$ cat src/rtl/key_entry_pkg.sv
// Shared definitions for the key entry controller: press codes, FSM state
// encoding and the largest legal digit value.
package key_entry_pkg;

  localparam logic [2:0] PRESS_NEXT    = 3'd0;
  localparam logic [2:0] PRESS_BACK    = 3'd1;
  localparam logic [2:0] PRESS_CONFIRM = 3'd2;
  localparam logic [2:0] PRESS_DELETE  = 3'd3;
  localparam logic [2:0] PRESS_HOME    = 3'd4;
  localparam logic [2:0] PRESS_NONE    = 3'd7;

  localparam int unsigned DIGIT_MAX = 9;

  typedef enum logic [1:0] {
    ST_IDLE   = 2'b00,
    ST_ENTRY  = 2'b01,
    ST_SUBMIT = 2'b10
  } state_e;

endpackage

$ cat src/rtl/entry_timeout_timer.sv
// Inactivity timer for an entry session.
// Ports: clk, rst_n (async, active-low); run enables counting; restart clears
// the count; expire is high during the cycle the count sits at TIMEOUT_CYC-1.
module entry_timeout_timer #(
  parameter int unsigned TIMEOUT_CYC = 500_000_000
) (
  input  logic clk,
  input  logic rst_n,
  input  logic run,
  input  logic restart,
  output logic expire
);

  localparam int unsigned CNT_W = (TIMEOUT_CYC > 1) ? $clog2(TIMEOUT_CYC) : 1;
  localparam logic [CNT_W-1:0] LAST = CNT_W'(TIMEOUT_CYC - 1);

  logic [CNT_W-1:0] cnt;

  assign expire = run && (cnt == LAST);

  // Counter is held at zero outside a session, so entering ENTRY starts fresh.
  always_ff @(posedge clk or negedge rst_n) begin
    if (!rst_n) begin
      cnt <= '0;
    end else if (!run || restart || expire) begin
      cnt <= '0;
    end else begin
      cnt <= cnt + CNT_W'(1);
    end
  end

endmodule

$ cat src/rtl/key_entry_controller.sv
// Multi-digit key entry session controller.
// Ports: clk, rst_n (async, active-low); press (3-bit code, 7 = none);
// sub_ready (downstream accept); state, cur_digit, entry_count, entry_buf
// (slot 0 in LSBs); sub_valid (high in SUBMIT); done / err one-cycle pulses.
module key_entry_controller
  import key_entry_pkg::*;
#(
  parameter int unsigned MAX_LEN     = 4,
  parameter int unsigned DIGIT_W     = 4,
  parameter int unsigned TIMEOUT_CYC = 500_000_000
) (
  input  logic                       clk,
  input  logic                       rst_n,
  input  logic [2:0]                 press,
  input  logic                       sub_ready,
  output logic [1:0]                 state,
  output logic [DIGIT_W-1:0]         cur_digit,
  output logic [3:0]                 entry_count,
  output logic [MAX_LEN*DIGIT_W-1:0] entry_buf,
  output logic                       sub_valid,
  output logic                       done,
  output logic                       err
);

  localparam int unsigned BUF_W = MAX_LEN * DIGIT_W;

  state_e             state_q, state_d;
  logic [DIGIT_W-1:0] cur_q, cur_d;
  logic [3:0]         count_q, count_d;
  logic [BUF_W-1:0]   buf_q, buf_d;
  logic               err_q, err_d;
  logic               done_q, done_d;
  logic               press_valid;
  logic               expire;

  assign press_valid = (press <= PRESS_HOME);

  entry_timeout_timer #(
    .TIMEOUT_CYC (TIMEOUT_CYC)
  ) u_timer (
    .clk     (clk),
    .rst_n   (rst_n),
    .run     (state_q == ST_ENTRY),
    .restart (press_valid),
    .expire  (expire)
  );

  // Next-state and datapath updates.
  always_comb begin
    state_d = state_q;
    cur_d   = cur_q;
    count_d = count_q;
    buf_d   = buf_q;
    err_d   = 1'b0;
    done_d  = 1'b0;

    unique case (state_q)
      ST_IDLE: begin
        if (press == PRESS_CONFIRM) begin
          state_d = ST_ENTRY;
          cur_d   = '0;
          count_d = '0;
          buf_d   = '0;
        end
      end

      ST_ENTRY: begin
        case (press)
          PRESS_NEXT: begin
            cur_d = (cur_q == DIGIT_W'(DIGIT_MAX)) ? '0 : cur_q + DIGIT_W'(1);
          end
          PRESS_BACK: begin
            if (count_q == 4'd0) state_d = ST_IDLE;
            else                 cur_d   = '0;
          end
          PRESS_CONFIRM: begin
            for (int unsigned i = 0; i < MAX_LEN; i++) begin
              if (count_q == 4'(i)) buf_d[i*DIGIT_W +: DIGIT_W] = cur_q;
            end
            count_d = count_q + 4'd1;
            cur_d   = '0;
            if (count_d == 4'(MAX_LEN)) state_d = ST_SUBMIT;
          end
          PRESS_DELETE: begin
            if (count_q == 4'd0) begin
              err_d = 1'b1;
            end else begin
              for (int unsigned i = 0; i < MAX_LEN; i++) begin
                if (count_q == 4'(i + 1)) buf_d[i*DIGIT_W +: DIGIT_W] = '0;
              end
              count_d = count_q - 4'd1;
              cur_d   = '0;
            end
          end
          PRESS_HOME: begin
            state_d = ST_IDLE;
            cur_d   = '0;
            count_d = '0;
            buf_d   = '0;
          end
          PRESS_NONE: ;
          default: err_d = 1'b1;   // invalid codes 101/110
        endcase

        // A valid press in the expiry cycle takes precedence over the timeout.
        if (!press_valid && expire) begin
          state_d = ST_IDLE;
          cur_d   = '0;
          count_d = '0;
          buf_d   = '0;
          err_d   = 1'b1;
        end
      end

      ST_SUBMIT: begin
        if (sub_ready) begin
          done_d  = 1'b1;
          state_d = ST_IDLE;
          cur_d   = '0;
          count_d = '0;
          buf_d   = '0;
        end else if (press == PRESS_HOME) begin
          state_d = ST_IDLE;
          cur_d   = '0;
          count_d = '0;
          buf_d   = '0;
        end
      end

      default: state_d = ST_IDLE;
    endcase
  end

  // State and datapath registers.
  always_ff @(posedge clk or negedge rst_n) begin
    if (!rst_n) begin
      state_q <= ST_IDLE;
      cur_q   <= '0;
      count_q <= '0;
      buf_q   <= '0;
      err_q   <= 1'b0;
      done_q  <= 1'b0;
    end else begin
      state_q <= state_d;
      cur_q   <= cur_d;
      count_q <= count_d;
      buf_q   <= buf_d;
      err_q   <= err_d;
      done_q  <= done_d;
    end
  end

  assign state       = state_q;
  assign cur_digit   = cur_q;
  assign entry_count = count_q;
  assign entry_buf   = buf_q;
  assign sub_valid   = (state_q == ST_SUBMIT);
  assign err         = err_q;
  assign done        = done_q;

endmodule

$ cat config.mk
export PLATFORM = sky130hd
export DESIGN_NAME = key_entry_controller
export DESIGN_NICKNAME = d
export VERILOG_FILES = /design/src/rtl/key_entry_pkg.sv /design/src/rtl/entry_timeout_timer.sv /design/src/rtl/key_entry_controller.sv
export SDC_FILE = /design/constraint.sdc
export NUM_CORES = 1
export LEC_CHECK = 0
export ABC_AREA = 1
export ABC_CLOCK_PERIOD_IN_PS = 2200
export CORE_MARGIN = 4
export CORE_UTILIZATION = 55
export DETAILED_ROUTE_END_ITERATION = 12
export PLACE_DENSITY = 0.79
export SLEW_MARGIN = 20
export SYNTH_ARGS = -nofsm -noshare
export SYNTH_HDL_FRONTEND = slang
export SYNTH_HIERARCHICAL = 1
export SYNTH_SLANG_ARGS = --single-unit
export TNS_END_PERCENT = 100
$ cat constraint.sdc
create_clock -name clk -period 2.2 [get_ports clk]
set_clock_uncertainty 0.05 [all_clocks]
set_input_delay 0.22 -clock clk [delete_from_list [all_inputs] [get_ports clk]]
set_output_delay 0.22 -clock clk [all_outputs]
set_load 0.01 [all_outputs]
==> summary.txt, run 1 <==
Finish
  • Share of cells above drive strength 1: 0.09326
  • Layout Cells excl Fill: 656
  • Sequential cell area: 0.001426 mm^2
  • Finished Cell Area: 0.004259 mm^2
  • Fin nets: 587
  • # diodes: 0
  • Synth-to-Final Area Change: 19.06%
  • Area taken by multi-input logic gates: 0.001889 mm^2
  • FILL cells: 509

Yosys
  • Warnings, synthesis: 6
  • Syn nets: 542
  • Mean Syn Cell Area: 6.762 um^2
  • Synth Area in Simple Gates: 0.4369
  • Mux contribution to synthesized area: 0
  • Main combinational cell family by area after synthesis: simple AND/OR/NAND/NOR gates
  • Cells after Synth: 529
  • XOR/XNOR Fraction of Synth Area: 0.03917
  • Complex-gate fraction of the synthesized area: 0.02308
  • Synth Area in Adders: 0.02448
  • Post-Syn Area: 0.003577 mm^2
  • Yosys reg bits: 57
  • Seq/Total Area, Yosys: 0.3987
  • Yosys cell types: 26

Route
  • DRT iter0 DRCs: 156
  • Total wire length: 8704 um
  • Post-route ant nets: 0
  • Routed vias/inst: 5.226
  • Drt first pass iters: 5
  • Via count: 3,428
  • # DRC: 0
  • Routed WL per cell: 13.27 um

Placement
  • Placed Cells: 639
  • Routability cong.: 0.9892
  • Post-DP HPWL: 6590 um
  • # port buffers: 34
  • Area after DPL: 0.004036 mm^2

Clock tree
  • Latest clock arrival within the worst-skew pair: 0.34 ns
  • Total CTS buffers: 9
  • Clock sink count: 57
  • CTS tree: built
  • Post-CTS Setup Inserts: 0
  • H-tree depth: 3
  • CTS Root Cell: clkbuf_8
  • Max Root-Sink Buffers: 2
  • Clock-pin slew on the worst setup and hold paths: 0.07 ns

STA
  • Tmin final: 1.990 ns
  • Final Hold Viols: 0
  • Final TNS setup: 0 ns
  • Final worst-path cycle share: 0.9048
  • RSZ-0062 raised after global routing: false
  • Min Hold Slack: 0.3610 ns
  • FMAX: 0.5024 GHz
  • Least-Margin Pin Slew: 0.5856 ns
  • Worst rel slew slack: 0.6096
  • Final setup fails: 0
  • Slew Viols, Final: 0

Min path
  • Hold Crit Class: input pin to asynchronous set/reset pin

Global route
  • Congestion Overflow GR: 0
  • Initial antenna violation count: 0
  • First-pass GRT wire length: 14,560 um
  • Largest net degree at the start of global routing: 35
  • Vias in the first global route: 3,307
  • Tot GR Track Use: 0.2375

Die
  • IO Count: 35
  • Chip height: 88.65 um
  • Num rows: 29
  • Die ar.: 0.007858 mm^2
  • Die width: 88.65 um
  • CORE AREA: 0.006350 mm^2
  • Starting Density: 0.5633

Setup path
  • CP Data Required Time: 2.38 ns
  • Worst Setup Start Kind: register
  • R2r worst-path depth: 13
  • Critical Path AT: 2.17 ns
  • Crit Path Class: register to register
  • CP Max Fanout: 17
  • Reg-to-reg slack, setup: 0.21 ns
  • CP Capture Type: register

Power
  • Clock share of power: 0.273
  • Switch share: 0.3839
  • Logic pwr share: 0.377
  • Pwr/cell area: 852.8 mW/mm^2
  • Internal: 2238 uW
  • Leak: 0.001975 uW
  • Sequential power share: 0.350
  • NetSw: 1394 uW
  • Worst VDD drop: 0.8287 mV

Job
  • Max Cap Viol: 0

Run status
  • Status: completed
==> critical path, stage by stage, from the launching register on <==
cell	delay, ns
dfrtp_1	0.37
ha_1	0.18
inv_1	0.05
nor2_2	0.16
nand2_2	0.07
nor2_1	0.13
nand2_1	0.09
inv_1	0.10
o21ai_1	0.13
nand3_4	0.16
buf_12	0.16
nand3_2	0.11
nand2_1	0.08
nand2_1	0.05
==> path summary, 6_finish.rpt <==
kind | start | endpoint
max reg2reg | u_timer/cnt[1] | entry_buf[6]
min reg2reg | entry_buf[5] | entry_buf[5]
max in group asynchronous | rst_n | entry_buf[13]
max | u_timer/cnt[1] | entry_buf[6]
min | rst_n | u_timer/cnt[23]
min in group clk | sub_ready | done
==> synth_stat cells, drive strengths merged <==
cell      n  area share
o21ai     9       0.013
o211ai    1      0.0021
nor2    114        0.13
dfrtp    57        0.40
nand4    20       0.035
xor2     11       0.027
a21oi     3      0.0042
o21bai    2      0.0042
buf       9       0.020
or2       1      0.0017
inv      54       0.057
ha        7       0.024
clkinv    1      0.0014
nand3    42       0.067
xnor2     5       0.012
nor3      3      0.0042
nand2   190        0.20
==> state kept, by name, indices dropped and copies added (netlist names) <==
name         flops
cur_digit        4
done             1
entry_buf       16
entry_count      4
err              1
state            2
u_timer/cnt     29
==> power groups by stage <==
| stage | clock network, uW | logic, uW | registers [uW] |
|---|---|---|---|
| after global routing | 1060 | 1510 | 1290 |
| after detailed placement | 0 | 1330 | 1290 |
| after global placement | 0 | 1310 | 1290 |
| final | 992 | 1370 | 1270 |
| after floorplan | 0 | 859 | 1310 |
| after CTS | 1010 | 1340 | 1270 |
==> repair_timing <==
| action | CTS | global route |
|---|---|---|
| hold buffers | 1 | 0 |
| resized for setup | 0 | 3 |
| endpoints found under the hold margin | 23 | 0 |
| endpoints found under the setup margin | 0 | 16 |
==> per-layer routing <==
metal  track usage  wire length (um)  up-vias
met5             0                 0        -
li1              -                 -     1744
met2        0.3968              4345       92
met1        0.2958              3782     1569
met4        0.1277               224        0
met3       0.03352               352       23
==> layout make-up <==
class / count / share of cell area
Clock buffer: 11 / 0.03320
Clock inverter: 5 / 0.01293
Inverter: 55 / 0.04877
Multi-Input combinational cell: 408 / 0.4436
Sequential cell: 57 / 0.3349
Tap cell: 77 / 0.02262
Timing Repair Buffer: 43 / 0.1040
==> through the flow <==
stage,worst slack [ns],power [uW],util
global placement,0.1985,2600,0.6357
finish,0.2095,3632,0.6707
CTS,0.1639,3612,0.6682
floorplan,0.1915,2166,-
detailed placement,0.1254,2619,0.6357
global route,0.006181,3866,0.6707
==> cells in the final DEF, fill, tap and decap left out, types with 4 or more instances in the layout <==
master           Yosys  routed
clkdlybuf4s50_1      0      33
xor2_1              11      11
o21ai_1              6       6
nor2_2               4       4
nand3_1             36      36
buf_4                1       5
nand2_1            186     186
ha_1                 7       7
nand4_1             20      20
nand3_2              6       5
dfrtp_1             57      57
nor2_1             108     108
inv_1               43      43
inv_2               11      11
xnor2_1              5       5
clkbuf_8             0      10
==> cells by family (layout without fill, tap and decap cells) <==
| kind of cell | after synthesis | in the layout |
|---|---|---|
| AOI/OAI and AO/OA | 15 | 15 |
| buffers and inverters | 64 | 114 |
| and+or+nand+nor | 370 | 370 |
| xor gates and xnor gates | 16 | 16 |
| DFF | 57 | 57 |
| adders and majority gates | 7 | 7 |
No activity file was read; power rests on OpenSTA's default activity.
==> inputs of run 2 (changes only) <==
--- a/config.mk
+++ b/config.mk
@@ -6,9 +6,9 @@
 export NUM_CORES = 1
 export LEC_CHECK = 0
 export ABC_AREA = 1
-export ABC_CLOCK_PERIOD_IN_PS = 2200
+export ABC_CLOCK_PERIOD_IN_PS = 1800
 export CORE_MARGIN = 4
-export CORE_UTILIZATION = 55
+export CORE_UTILIZATION = 52
 export DETAILED_ROUTE_END_ITERATION = 12
 export PLACE_DENSITY = 0.79
 export SLEW_MARGIN = 20
==> constraint.sdc (replaced) <==
create_clock -name clk -period 1.8 [get_ports clk]
set_clock_uncertainty 0.05 [all_clocks]
set_input_delay 0.18 -clock clk [delete_from_list [all_inputs] [get_ports clk]]
set_output_delay 0.18 -clock clk [all_outputs]
set_load 0.01 [all_outputs]
==> run 2 against run 1 <==
The run now ends with negative setup slack left. Utilization increased by 9.8 points. Cell count increased by 9.5%. Register-to-register slack got worse by 0.26 ns. Clock power increased by 38%. Count of clock-buffer cells in the layout decreased by 2. Hold slack got worse by 0.088 ns. Die area increased by 5.2%. Setup slack got worse by 0.26 ns. Critical path type unchanged.
==> summary.txt, run 2 (synthesis gave the netlist of run 1 again) <==
Die
  • CORE AREA: 0.006531 mm^2 (+2.9%)
  • Die width: 90.94 um (+2.6%)
  • Starting Density: 0.5477 (-0.01565)
  • Num rows: 29 (unchanged)
  • Chip height: 90.94 um (+2.6%)
  • Die ar.: 0.008270 mm^2 (+5.2%)
  • IO Count: 35 (unchanged)

Finish
  • FILL cells: 457 (-10%)
  • Synth-to-Final Area Change: 40.36%
  • # diodes: 0 (unchanged)
  • Share of cells above drive strength 1: 0.2387 (+0.1454)
  • Largest register FFs: 29 (unchanged)
  • Commonest non-fill, non-tap cells in the layout: 163 x nand2_1, 101 x nor2_1, 61 x buf_4, 57 x dfrtp_1, 41 x inv_1
  • Sequential cell area: 0.001426 mm^2 (unchanged)
  • Commonest non-fill, non-tap cell in the layout: nand2_1
  • Fin nets: 649 (+11%)
  • Largest Register: u_timer/cnt
  • Area taken by multi-input logic gates: 0.002059 mm^2 (+9.0%)

STA
  • Final worst-path cycle share: 1.029 (+0.1244)
  • Final TNS setup: -1.282 ns (-1.282 ns)
  • Final worst slack: -0.05248 ns (-0.2620 ns)
  • Final setup fails: 49 (+49)
  • Tmin final: 1.852 ns (-0.1380 ns)
  • Final Hold Viols: 0 (unchanged)
  • FMAX: 0.5398 GHz (+7.5%)
  • Slew Viols, Final: 0 (unchanged)
  • Worst rel slew slack: 0.6823 (+0.07269)
  • Least-Margin Pin Slew: 0.4766 ns (-0.1090 ns)
  • RSZ-0062 raised after global routing: true

Global route
  • Largest net degree at the start of global routing: 39 (+11%)
  • Vias in the first global route: 3,903 (+18%)
  • Congestion Overflow GR: 0 (unchanged)
  • Initial antenna violation count: 0 (unchanged)
  • Tot GR Track Use: 0.2621 (+0.02456)
  • First-pass GRT wire length: 17,530 um (+20%)

Run status
  • Status: complete, but fails checks
  • Failing checks: negative setup slack

Power
  • Leak: 0.002374 uW (+20%)
  • Pwr/cell area: 1067 mW/mm^2 (+25%)
  • Worst VDD drop: 0.9418 mV (+14%)
  • Power Total: 5356 uW (+47%)

Setup path
  • Crit Path Class: register to register
  • CP Max Fanout: 7 (-10)
  • Reg-to-reg slack, setup: -0.05 ns (-0.26 ns)
  • Critical Path AT: 2.09 ns (-0.08 ns)
  • Crit-path slowest cell: dfrtp_1
  • CP Cell Sequence: ha_4 > inv_2 > nor2_2 > nand2_2 > nor2_2 > nand2_2 > inv_4 > nand2_2 > nand2_4 > nor2_1 > nand4_1 > nand2_1
  • Critical path's largest stage delay: 0.41 ns (+0.04 ns)
  • Worst Setup Start Kind: register
  • CP Data Required Time: 2.04 ns (-0.34 ns)
  • CP Capture Type: register
  • CP dominant cell by count: nand2_2

Min path
  • Hold Crit Class: input pin to asynchronous set/reset pin

Clock tree
  • Clock sink count: 57 (unchanged)
  • CTS Root Cell: clkbuf_8
  • H-tree depth: 3 (unchanged)
  • Clock-pin slew on the worst setup and hold paths: 0.08 ns (about the same)
  • Max Root-Sink Buffers: 2 (unchanged)
  • Total CTS buffers: 9 (unchanged)
  • Latest clock arrival within the worst-skew pair: 0.35 ns (about the same)
  • CTS tree: built

Placement
  • # port buffers: 34 (unchanged)
  • Post-DP HPWL: 7482 um (+14%)
  • Routability cong.: 1.018 (+2.9%)

Route
  • Post-route ant nets: 0 (unchanged)
  • # DRC: 0 (unchanged)
  • Drt first pass iters: 5 (unchanged)
  • Routed vias/inst: 5.486 (+5.0%)
  • Routed WL per cell: 15.34 um (+16%)
  • DRT iter0 DRCs: 272 (+74%)
  • Total wire length: 11,010 um (+27%)
  • Via count: 3,939 (+15%)

Job
  • Max Cap Viol: 0 (unchanged)
-- run 2: area by class of cell --
class | count | area share
Multi-Input combinational cell | 408 | 0.4102
Sequential cell | 57 | 0.2841
Timing Repair Buffer | 105 | 0.2006
Inverter | 55 | 0.04236
Clock buffer | 9 | 0.02467
Tap cell | 77 | 0.01919
Clock inverter | 7 | 0.01894
-- run 2: what timing repair did --
action | in CTS | in global routing
cloned | 2 | 2
resized for setup | 14 | 33
hold buffers | 1 | 0
setup buffers | 3 | 2
endpoints found under the hold margin | 19 | 0
setup endpoints to repair | 21 | 55
pin swaps | 7 | 11
-- run 2: power by group --
part / switching (uW) / internal (uW) / leakage (uW)
Clock: 588 / 779 / 0.000109
Sequential: 115 / 1410 / 0.000789
Combinational: 1410 / 1060 / 0.00148
Total: 2110 / 3240 / 0.00237
-- run 2: through the flow --
| step | util | instance area, um^2 | hold WS, ns | cells | setup WS, ns |
|---|---|---|---|---|---|
| floorplan | - | 3625 | -0.1656 | 529 | -0.02887 |
| global placement | 0.6885 | 4497 | 0.1081 | 692 | -0.04944 |
| detailed placement | 0.6885 | 4497 | 0.1189 | 692 | -0.1343 |
| CTS | 0.7437 | 4857 | 0.2843 | 714 | -0.02473 |
| global route | 0.7688 | 5021 | 0.3221 | 718 | -0.1488 |
| finish | 0.7688 | 5021 | 0.2732 | 718 | -0.05248 |
-- run 2: final timing paths --
| kind | to | startpoint | cells after the start |
|---|---|---|---|
| worst min register to register | entry_buf[12] | entry_buf[12] | 2 |
| max in group asynchronous | u_timer/cnt[22] | rst_n | 3 |
| min in group clk | done | sub_ready | 3 |
| worst min-delay path | u_timer/cnt[7] | rst_n | 2 |
| worst max register to register | entry_buf[11] | u_timer/cnt[1] | 12 |
| worst max-delay path | entry_buf[11] | u_timer/cnt[1] | 12 |
-- run 2: per-layer routing --
| layer | vias to the layer above | global-route usage | routed length, um |
|---|---|---|---|
| met5 | - | 0 | 0 |
| met4 | 0 | 0.1394 | 624 |
| met3 | 62 | 0.05702 | 673 |
| met2 | 194 | 0.4586 | 5429 |
| met1 | 1816 | 0.2987 | 4284 |
| li1 | 1867 | - | - |
-- run 2: worst max-delay path, delay by kind of cell (launching register included) --
family	cells	cell delay, ns
fa+ha+maj	1	0.17
buf+inv	2	0.10
simple gates	9	1.07
flops	1	0.41
==> RTL edit, RTL diff (settings of run 1) <==
Set the package constant `DIGIT_MAX` to 8 (it was 9).
--- a/src/rtl/key_entry_pkg.sv
+++ b/src/rtl/key_entry_pkg.sv
@@ -9,7 +9,7 @@
   localparam logic [2:0] PRESS_HOME    = 3'd4;
   localparam logic [2:0] PRESS_NONE    = 3'd7;
 
-  localparam int unsigned DIGIT_MAX = 9;
+  localparam int unsigned DIGIT_MAX = 8;
 
   typedef enum logic [1:0] {
     ST_IDLE   = 2'b00,
Function: no difference found for any inputs over 10 cycles, from zero or initial values and one cycle with rst_n low; that may be too few to reach the edited logic, so the function may still have changed.
==> RTL edit against run 1 <==
Critical path depth unchanged; non-clock buffer count is 2 higher; sequential cell count did not move; routed wire length down 4.0%; setup slack worse by 0.029 ns; power is 1.2% higher; core utilization increased by 0.83 points; global-route usage down 0.75 points; final area grew 1.2%; area after synthesis unchanged; critical path type unchanged; critical endpoint is now entry_buf[3]; highest routed layer unchanged.
==> RTL edit: results <==
{
  "placedCellCount": 638,
  "nNetsFinal": 590,
  "postPlaceCellArea_um2": 4025,
  "clk_latency_ns": 0.35,
  "synth.area.top_cells": "dfrtp_1 (40%), nand2_1 (20%), nor2_1 (12%)",
  "drive_gt1_share_pct": 9.794,
  "p_leak_nw": 1.975,
  "grt_pass1_vias": 3107,
  "vias_per_cell": 5.279,
  "finalHoldViolations": 0,
  "slew_headroom_pct": 62.00,
  "synth.top_cells.by_count": "nand2_1 (186), nor2_1 (112), dfrtp_1 (57), inv_1 (51), nand3_1 (29)",
  "crit_path_max_fanout": 6,
  "drt_iter0_drc": 225,
  "grt_pass1_wl_um": 13990,
  "synthesis.nets": 543,
  "grt_use_total_pct": 23.00,
  "vias": 3479,
  "peakVddDrop_mv": 0.6009,
  "syn_area_per_cell_um2": 6.749,
  "synth.distinct_cells": 23,
  "status": "completed",
  "hpwl_um": 5997,
  "cp.arrival_ns": 2.21,
  "gp_congestion": 1.001,
  "post_drt_wl_per_cell_um": 12.68,
  "place_worst_setup_slack_ns": 0.1275,
  "yosysSeqAreaShare_pct": 39.87
}
## RTL edit: layout make-up
type | count | area, µm²
sequential | 57 | 1428
timing repair buffer | 45 | 493.0
multi-input combinational | 409 | 1907
tap | 77 | 96.34
fill | 528 | 2038
inverter | 55 | 206.4
clock buffer | 11 | 151.4
clock inverter | 5 | 30.03
## RTL edit: kinds of logic (layout without fill, tap and decap cells)
kind of cell             Yosys count  count (layout)  share of synthesized area (%)
buffers and inverters             64             116                          7.624
flip-flops                        57              57                          39.87
XOR/XNOR                          18              18                          4.407
AO/OA/AOI/OAI                     18              18                          2.658
adder cells (fa/ha/maj)            7               7                          2.448
AND/OR/NAND/NOR                  366             366                          42.99
## RTL edit: what timing repair did
action | in CTS | in global routing
endpoints found under the setup margin | 0 | 23
buffers inserted | 0 | 2
resized for setup | 0 | 11
hold buffers | 1 | 0
endpoints found under the hold margin | 23 | 0
## RTL edit: layer usage
layer  track usage [%]  vias up  wire, µm
met5                 0        -         0
met2             32.52      132      3632
met3             5.587       13       668
li1                  -     1747         -
met1             33.94     1587      3921
met4             8.516        0       135
## RTL edit: worst paths after layout
check | to | slack [ns] | cells after the start | from
min in group clk | done | 0.37 | 3 | sub_ready
setup reg to reg | entry_buf[3] | 0.18 | 13 | u_timer/cnt[1]
hold reg to reg | entry_buf[13] | 0.42 | 2 | entry_buf[13]
hold / removal | u_timer/cnt[17] | 0.34 | 2 | rst_n
max in group asynchronous | entry_buf[1] | 1.19 | 3 | rst_n
setup / recovery | entry_buf[3] | 0.18 | 13 | u_timer/cnt[1]
## RTL edit: critical path, stage by stage (launching register included)
cell and delay (ns):
dfrtp_1 0.38, ha_2 0.20, inv_1 0.05, nor2_2 0.13
nand2_2 0.12, nor2_2 0.12, nand2_1 0.10, inv_2 0.09
o21ai_2 0.07, nand3_2 0.20, buf_12 0.15, nand3_2 0.11
nand2_1 0.10, nand2_1 0.05
## RTL edit: through the flow
step                utilization (%)  power [mW]
floorplan                         -       2.198
global placement              63.39       2.642
detailed placement            63.39       2.661
CTS                           66.40       3.573
global route                  67.90       3.938
finish                        67.90       3.678
## RTL edit: power breakdown
group | switching [mW] | internal [mW] | leakage, nW
registers | 0.116 | 1.14 | 0.787
logic | 0.902 | 0.624 | 1.10
clock network | 0.430 | 0.463 | 0.0911
